==> src/rtl/audio_adc_receiver.sv <==
// I2S / left-justified ADC line-in receiver: deserializes BCLK-framed serial data into
// 24-bit stereo frames and presents them on a valid/ready output register with overrun flag.
module audio_adc_receiver #(
    parameter int DATA_WIDTH = 24,
    parameter bit I2S_DELAY  = 1'b1
) (
    input  logic                  clk,
    input  logic                  reset,
    input  logic                  BCLK,
    input  logic                  ADC_LR_CLK,
    input  logic                  ADC_DATA,
    output logic [DATA_WIDTH-1:0] left_out,
    output logic [DATA_WIDTH-1:0] right_out,
    output logic                  valid,
    input  logic                  ready,
    output logic                  overrun
);
    localparam int CW = (DATA_WIDTH > 1) ? $clog2(DATA_WIDTH) : 1;
    localparam logic [CW-1:0] LAST = CW'(DATA_WIDTH - 1);
    localparam logic [CW-1:0] ONE  = CW'(1);

    typedef enum logic [1:0] {
        IDLE,
        SHIFT,
        WAIT
    } state_t;

    // Pin order inside the synchronizer bank: {BCLK, ADC_LR_CLK, ADC_DATA}
    logic [2:0] pins;
    logic [2:0] pins_sync;
    assign pins = {BCLK, ADC_LR_CLK, ADC_DATA};

    for (genvar gi = 0; gi < 3; gi++) begin : g_sync
        logic meta_q;
        logic sync_q;
        always_ff @(posedge clk) begin
            if (reset) begin
                meta_q <= 1'b0;
                sync_q <= 1'b0;
            end else begin
                meta_q <= pins[gi];
                sync_q <= meta_q;
            end
        end
        assign pins_sync[gi] = sync_q;
    end

    logic bclk_s, lr_s, data_s;
    assign bclk_s = pins_sync[2];
    assign lr_s   = pins_sync[1];
    assign data_s = pins_sync[0];

    logic bclk_dly_q;
    logic bclk_rise;
    assign bclk_rise = bclk_s & ~bclk_dly_q;

    state_t                state_q, state_d;
    logic                  ch_q, ch_d;
    logic [CW-1:0]         cnt_q, cnt_d;
    logic [DATA_WIDTH-1:0] sr_q, sr_d;
    logic                  lr_prev_q, lr_prev_d;
    logic [DATA_WIDTH-1:0] left_hold_q, left_hold_d;
    logic [DATA_WIDTH-1:0] right_hold_q, right_hold_d;
    logic                  left_seen_q, left_seen_d;
    logic                  frame_done_q, frame_done_d;
    logic [DATA_WIDTH-1:0] left_q, left_d;
    logic [DATA_WIDTH-1:0] right_q, right_d;
    logic                  valid_q, valid_d;
    logic                  overrun_q, overrun_d;

    logic                  lr_edge;
    logic                  commit;
    logic                  start_ch;
    logic [DATA_WIDTH-1:0] commit_word;
    logic [DATA_WIDTH-1:0] shifted_word;
    logic [CW-1:0]         bit_idx;
    logic                  load;

    assign lr_edge = lr_s ^ lr_prev_q;
    assign bit_idx = LAST - cnt_q;

    // Words fill MSB-first by index, so a short slot is already left-aligned with zero LSBs.
    always_comb begin
        shifted_word          = sr_q;
        shifted_word[bit_idx] = data_s;
    end

    always_comb begin
        state_d      = state_q;
        ch_d         = ch_q;
        cnt_d        = cnt_q;
        sr_d         = sr_q;
        lr_prev_d    = lr_prev_q;
        left_hold_d  = left_hold_q;
        right_hold_d = right_hold_q;
        left_seen_d  = left_seen_q;
        frame_done_d = 1'b0;
        commit       = 1'b0;
        start_ch     = 1'b0;
        commit_word  = '0;

        if (bclk_rise) begin
            lr_prev_d = lr_s;
            unique case (state_q)
                IDLE: begin
                    if (lr_edge && !lr_s) begin
                        start_ch    = 1'b1;
                        left_seen_d = 1'b0;
                    end
                end
                SHIFT: begin
                    if (lr_edge) begin
                        // In I2S the LR-edge bit still carries the old channel's next bit.
                        commit      = 1'b1;
                        commit_word = I2S_DELAY ? shifted_word : sr_q;
                        start_ch    = 1'b1;
                    end else begin
                        sr_d  = shifted_word;
                        cnt_d = cnt_q + ONE;
                        if (cnt_q == LAST) begin
                            commit      = 1'b1;
                            commit_word = shifted_word;
                            state_d     = WAIT;
                        end
                    end
                end
                WAIT: begin
                    if (lr_edge) begin
                        start_ch = 1'b1;
                    end
                end
                default: state_d = IDLE;
            endcase

            if (commit) begin
                if (!ch_q) begin
                    left_hold_d = commit_word;
                    left_seen_d = 1'b1;
                end else if (left_seen_q) begin
                    right_hold_d = commit_word;
                    left_seen_d  = 1'b0;
                    frame_done_d = 1'b1;
                end
            end

            // I2S: the edge bit is the one-bit delay, MSB follows on the next rise.
            // Left-justified: the edge bit is the MSB itself.
            if (start_ch) begin
                ch_d    = lr_s;
                state_d = SHIFT;
                sr_d    = '0;
                cnt_d   = '0;
                if (!I2S_DELAY) begin
                    sr_d[DATA_WIDTH-1] = data_s;
                    cnt_d              = ONE;
                end
            end
        end
    end

    always_comb begin
        load      = frame_done_q && (!valid_q || ready);
        left_d    = left_q;
        right_d   = right_q;
        valid_d   = valid_q;
        overrun_d = overrun_q;
        if (load) begin
            left_d  = left_hold_q;
            right_d = right_hold_q;
            valid_d = 1'b1;
        end else if (valid_q && ready) begin
            valid_d = 1'b0;
        end
        if (frame_done_q && !load) begin
            overrun_d = 1'b1;
        end
    end

    always_ff @(posedge clk) begin
        if (reset) begin
            bclk_dly_q   <= 1'b0;
            state_q      <= IDLE;
            ch_q         <= 1'b0;
            cnt_q        <= '0;
            sr_q         <= '0;
            lr_prev_q    <= 1'b0;
            left_hold_q  <= '0;
            right_hold_q <= '0;
            left_seen_q  <= 1'b0;
            frame_done_q <= 1'b0;
            left_q       <= '0;
            right_q      <= '0;
            valid_q      <= 1'b0;
            overrun_q    <= 1'b0;
        end else begin
            bclk_dly_q   <= bclk_s;
            state_q      <= state_d;
            ch_q         <= ch_d;
            cnt_q        <= cnt_d;
            sr_q         <= sr_d;
            lr_prev_q    <= lr_prev_d;
            left_hold_q  <= left_hold_d;
            right_hold_q <= right_hold_d;
            left_seen_q  <= left_seen_d;
            frame_done_q <= frame_done_d;
            left_q       <= left_d;
            right_q      <= right_d;
            valid_q      <= valid_d;
            overrun_q    <= overrun_d;
        end
    end

    assign left_out  = left_q;
    assign right_out = right_q;
    assign valid     = valid_q;
    assign overrun   = overrun_q;

endmodule
==> config.mk <==
export PLATFORM = sky130hd
export DESIGN_NAME = audio_adc_receiver
export DESIGN_NICKNAME = d
export VERILOG_FILES = /design/src/rtl/audio_adc_receiver.sv
export SDC_FILE = /design/constraint.sdc
export NUM_CORES = 1
export LEC_CHECK = 0
export ABC_AREA = 1
export BUFFER_PORTS_ARGS = -buffer_cell sky130_fd_sc_hd__buf_2
export CORE_MARGIN = 4
export CORE_UTILIZATION = 45
export DETAILED_ROUTE_END_ITERATION = 10
export PLACE_DENSITY = 0.61
export SETUP_SLACK_MARGIN = 0.1
export SLEW_MARGIN = 40
export SYNTH_ARGS = -nofsm -noshare
export SYNTH_HDL_FRONTEND = slang
export SYNTH_SLANG_ARGS = --single-unit
==> constraint.sdc <==
create_clock -name clk -period 4 [get_ports clk]
set_clock_uncertainty 0.15 [all_clocks]
set_input_delay 0.8 -clock clk [delete_from_list [all_inputs] [get_ports clk]]
set_output_delay 0.8 -clock clk [all_outputs]
set_load 0.01 [all_outputs]
### After elaboration in Yosys (flattened, before gate mapping)

Index checks and enable logic that the tools add are counted.

| storage, ports and cells | value |
|---|---|
| output and inout port bits | 50 |
| memories | 0 |
| RAM bits | 0 |
| register bits | 140 |
| latch bits | 0 |
| memory bits (read-only) | 0 |

| cells by class | value |
|---|---|
| bitwise logic cells | 6 |
| reduce and logical (&&, ||, !) cells | 20 |
| $mul | 0 |
| div/mod/pow operators | 0 |
| multiplexer cells | 32 |
| $add $sub $neg | 2 |
| equality and inequality tests | 7 |
| shift-type cells | 0 |
| $lt $le $gt $ge | 2 |

Operators by type and width:

| cell | number |
|---|---|
| 24-bit two-way mux | 6 |
| 24-bit bitwise mux | 1 |
| 1-bit two-way mux | 16 |
| 5-bit two-way mux | 3 |
| 4-bit AND reduction | 2 |
| 5-bit by 6-bit less-than comparator with 1-bit output (second input constant) | 1 |
| 2-bit two-way mux | 3 |
| 3-bit != test (second input constant) | 2 |
| 3-bit AND reduction | 2 |
| 5-bit by 1-bit adder with 5-bit output (second input constant) | 1 |
| 1-bit demux with 5-bit select | 1 |
| 5-bit == test (second input constant) | 1 |
| 5-bit by 1-bit greater-or-equal comparator with 1-bit output (second input constant) | 1 |
| 1-bit logical AND | 5 |
| 5-bit subtractor (first input constant) | 1 |
| 2-bit by 1-bit != test with 1-bit output (second input constant) | 2 |
| 1-bit inverter | 4 |
| 2-bit case mux with 2 select lines | 1 |
| 2-bit nonzero test | 2 |
| 2-bit OR reduction | 2 |
| 4-bit OR reduction | 1 |
| 1-bit zero test | 3 |
| 2-bit by 1-bit == test with 1-bit output (second input constant) | 1 |
| 2-bit == test (second input constant) | 1 |
| other kinds (6) | 6 |

### Depth between registers and ports, before layout

| logic depth | value |
|---|---|
| depth after elaboration | 9 |
| gate-level depth with buffers | 12 |
| depth with buffers taken out | 11 |

### Least setup slack after synthesis

Ideal clock, no wire load.

| timing path | value |
|---|---|
| path type | in2reg |
| start | input reset |
| end | register right_hold_q[14] |
| setup time | 0.113 ns |
| path slack | 2.064 ns |
| buffers on the path | 3 |
| arrival | 1.673 ns |
| stages on the path | 6 |
| path through | clkbuf_1 > clkinv_1 > clkbuf_1 > clkbuf_1 > nand2_1 > nor2_1 |

RTL lines:

| element | line | RTL |
|---|---|---|
| start: declaration | 8 | `input logic reset,` |
| end signal: assignment | 203 | `right_hold_q <= right_hold_d;` |
| end: declaration | 63 | `logic [DATA_WIDTH-1:0] right_hold_q, right_hold_d;` |

### Worst setup path after layout

| timing path | value |
|---|---|
| start | register g_sync[1].sync_q |
| end | register sr_q[3] |

| on the way | value |
|---|---|
| cells in the longest elaborated chain, start to end | 7 |

Ends and longest elaborated chain:

| element | line | RTL |
|---|---|---|
| start: declaration | 35 | `logic sync_q;` |
| start signal: assignment | 42 | `sync_q <= meta_q;` |
| 1-bit bitwise XOR or 1-bit zero test (tied branches) | 79, 106 |  |
| 1-bit logical AND | 106 | `if (lr_edge && !lr_s) begin` |
| 1-bit two-way mux | 106 |  |
| 1-bit case mux with 2 select lines | 104 | `unique case (state_q)` |
| 1-bit two-way mux | 102 | `if (bclk_rise) begin` |
| 2-bit by 1-bit != test with 1-bit output (no source line) or 2-bit nonzero test (tied branches) | -- |  |
| 3-bit AND reduction (no source line) | -- |  |
| end signal: assignment | 200 | `sr_q <= sr_d;` |
| end: declaration | 60 | `logic [DATA_WIDTH-1:0] sr_q, sr_d;` |

Parallel ways exist; a longest one is shown, timed or not. The select of a mux whose other input is x is not followed.
A chain may end at the register's enable or synchronous reset.

==> results.toml <==
[placed_design]
placedCellCount = 1045
globalplace.congestion = 0.786
detailed_place_hpwl_um = 9480
place.port_buffers = 55

[cts]
h-tree-depth = 4
clock_buffers_created_by_tritoncts = 17
clkTransAtPathRegs_ns = 0.06
worst_skew_pair.late_latency_ns = 0.42
cts_post_setup_buffers_inserted = 0
ctsRootBufferMaster = "sky130_fd_sc_hd__clkbuf_16"
cts-resized-gates = 0
max-clock-path-buffers = 2
cts_tree = "yes"
clock_sinks = 140
holdBufCountCts = 0

[power]
power.leakage_nw = 3.43
proportion_of_power_drawn_by_the_clock_network_pct = 50.6
swShare_pct = 20.5
comb_power_share_pct = 2.2
power.sequential.fraction_pct = 47.2
power_per_cell_area_nw_per_um2 = 433
internal_power_contribution_mw = 2.36
ir_worst_vdd_v = 0.000228
p_switching_mw = 0.610

[synthesis]
syn_inst = 864
syn_avg_cell_area_sq_um = 6.93
synth_fp_nets = 880
yosys_warning_count = 0
summed_instance_area_of_the_synthesized_netlist_sq_um = 5980
edff_count_synth = 0
post_synth_num_cell_types = 27
post_synthesis_sequential_area_ratio_pct = 46.8
dominantRegCellSynth = "sky130_fd_sc_hd__dfxtp_1"
synth_top_cells_by_area = "sky130_fd_sc_hd__dfxtp_1 (47%), sky130_fd_sc_hd__nor2_1 (13%), sky130_fd_sc_hd__nand2_1 (9.9%)"
yosys_register_bits = 140
netlist.top_cell.by_area = "sky130_fd_sc_hd__dfxtp_1"
synth_async_sr_flop_share_pct = 0
most_numerous_cell_in_the_yosys_netlist = "sky130_fd_sc_hd__nor2_1"
top_post_synthesis_cells_by_count = "sky130_fd_sc_hd__nor2_1 (203), sky130_fd_sc_hd__nand2_1 (158), sky130_fd_sc_hd__dfxtp_1 (140)"
yosysTopAreaCellShare_pct = 46.8

[worst_setup_path]
critical_path.reg2reg.endpoint = "sr_q[3]"
crit_fanout = 22
regToRegStartpoint = "g_sync[1].sync_q"
criticalPathCategory = "reg2reg"
cp-start-kind = "flop"
cp.required_ns = 4.19
timing.reg2reg.setup_slack_ns = 1.72
critPathCaptureType = "flop"
endpoint_arrival_time_on_the_critical_path_ns = 2.47
r2r_cells = 11

[timing]
maxSlewViolCount = 0
max-slew-margin-rel_pct = 45.9
report.final.setup_viol = 0
timing.final.crit_share_pct = 56.9
timing_hold_violations_final = 0
timing.final.crit_period_ns = 2.28
max_freq_mhz = 439
timing_worst_slew_pin_value_ns = 0.811
timing.setup.tns_ns = 0
unrepaired_setup_endpoints_after_global_routing = "no"

[drt]
dr.pass1.iters = 5
drt-total-wl_um = 14400
drc_violation_total_after_the_first_tritonroute_iteration = 382
drt.antenna.violating_nets = 0
drcViolationCount = 0
num_vias = 5340
via_per_inst = 4.97
wl_per_cell_um = 13.4

[run_status]
run_status = "finished clean"

[layout]
final_util_pct = 53.5
num_antenna_cells = 0
fin_cells = 1075
drive_above_1_share_pct = 11.8
fin_nets = 908
areaGrowthSynthToFinish_pct = 14.7

[floorplan]
floorplan.rows = 41
floorplan.die.height_um = 123
floorplan.io_pins = 56
coreArea_sq_um = 12800
initial_core_utilization_pct = 46.7
chipWidth_um = 123
full_die_area_sq_um = 15200

[global_route]
grt_max_degree = 78
grt_pass1_wl_um = 23600
globalRoute.totalOverflow = 0
grt_pass1_vias = 4955
number_of_antenna_violations_at_the_first_check_in_global_routing = 0
groute.usage.overall_pct = 19.7

[min_path]
worst_hold_startpoint = "g_sync[1].meta_q"
hold_path_class = "reg2reg"
cell_depth_of_the_worst_hold_path = 2
holdPathEnd = "g_sync[1].sync_q"

[flow_run]
max-cap-violations = 0
-- placed cells by master (no fill, tap or decap), types with 4 or more instances in the layout --
cell type	count
sky130_fd_sc_hd__inv_2	6
sky130_fd_sc_hd__a21oi_1	59
sky130_fd_sc_hd__nand3_1	31
sky130_fd_sc_hd__inv_1	95
sky130_fd_sc_hd__ha_1	10
sky130_fd_sc_hd__buf_2	55
sky130_fd_sc_hd__o21ai_1	15
sky130_fd_sc_hd__nor2_1	203
sky130_fd_sc_hd__dfxtp_1	139
sky130_fd_sc_hd__clkbuf_8	6
sky130_fd_sc_hd__nand4_1	19
sky130_fd_sc_hd__o21ai_0	59
sky130_fd_sc_hd__clkbuf_16	17
sky130_fd_sc_hd__buf_4	4
sky130_fd_sc_hd__nand2_1	158
-- layout make-up --
class                      instances  area, sq um
tap                              172          215
multi-input combinational        570         2560
sequential                       140         2800
clock inverter                     5         57.6
timing repair buffer              60          325
inverter                         103          392
fill                            1264         5960
clock buffer                      25          515
-- registers in the layout, indices dropped and copies added, names as in the netlist, 2 cells and up --
signal,cells
cnt_q,5
g_sync.meta_q,3
left_hold_q,24
left_out,24
right_hold_q,24
right_out,24
sr_q,24
state_q,2
-- power groups by stage --
stage | Sequential (mW) | Combinational [mW] | Clock [mW]
3_3_place_gp | 1.43 | 0.0646 | 0
6_report | 1.40 | 0.0656 | 1.50
4_1_cts | 1.40 | 0.0657 | 1.54
5_1_grt | 1.40 | 0.0734 | 1.60
3_5_place_dp | 1.43 | 0.0657 | 0
2_1_floorplan | 1.43 | 0.0483 | 0
-- per-layer routing --
metal,vias to the layer above,GRT usage [%],routed length [um]
li1,2745,-,-
met4,0,8.86,223
met2,112,32.0,6730
met5,-,0,0
met3,17,4.44,684
met1,2466,25.1,6730
-- kinds of logic after synthesis --
kind of cell	count (synthesis)	share of synthesized area, %
compound gates	136	11.5
flops	140	46.8
xor+xnor	3	0.439
simple gates	421	28.7
fa+ha+maj	10	2.09
buf+inv	154	10.4
-- per-stage QoR --
stage / hold slack (ns) / power (mW) / instance area [sq um] / setup WS, ns
2_1_floorplan: 0.238 / 1.48 / 5980 / 2.06
3_3_place_gp: 0.240 / 1.50 / 6290 / 1.50
3_5_place_dp: 0.250 / 1.50 / 6290 / 1.61
4_1_cts: 0.258 / 3.00 / 6870 / 1.68
5_1_grt: 0.283 / 3.08 / 6870 / 1.53
6_report: 0.254 / 2.97 / 6870 / 1.72
-- worst max path at each step --
stage                           startpoint                to  slack [ns]  cells past startpoint
after global placement               ready     right_out[22]        1.50                      8
after global routing      g_sync[1].sync_q           sr_q[8]        1.53                     11
after floorplan                      reset  right_hold_q[14]        2.06                      6
final                     g_sync[1].sync_q           sr_q[3]        1.72                     11
after CTS                         cnt_q[2]   right_hold_q[7]        1.68                      6
after detailed placement             reset     right_out[20]        1.61                      6
-- worst max-delay path, stage by stage, from the launching register on --
cell and delay (ns):
sky130_fd_sc_hd__dfxtp_1 0.32, sky130_fd_sc_hd__inv_1 0.05, sky130_fd_sc_hd__ha_1 0.39, sky130_fd_sc_hd__inv_2 0.12, sky130_fd_sc_hd__nand2_1 0.08, sky130_fd_sc_hd__nand3_1 0.11
sky130_fd_sc_hd__nand2_1 0.08, sky130_fd_sc_hd__inv_2 0.20, sky130_fd_sc_hd__nand2_4 0.23, sky130_fd_sc_hd__inv_4 0.24, sky130_fd_sc_hd__nand2_1 0.09, sky130_fd_sc_hd__a21oi_1 0.13
No activity file was read; power rests on OpenSTA's default activity.
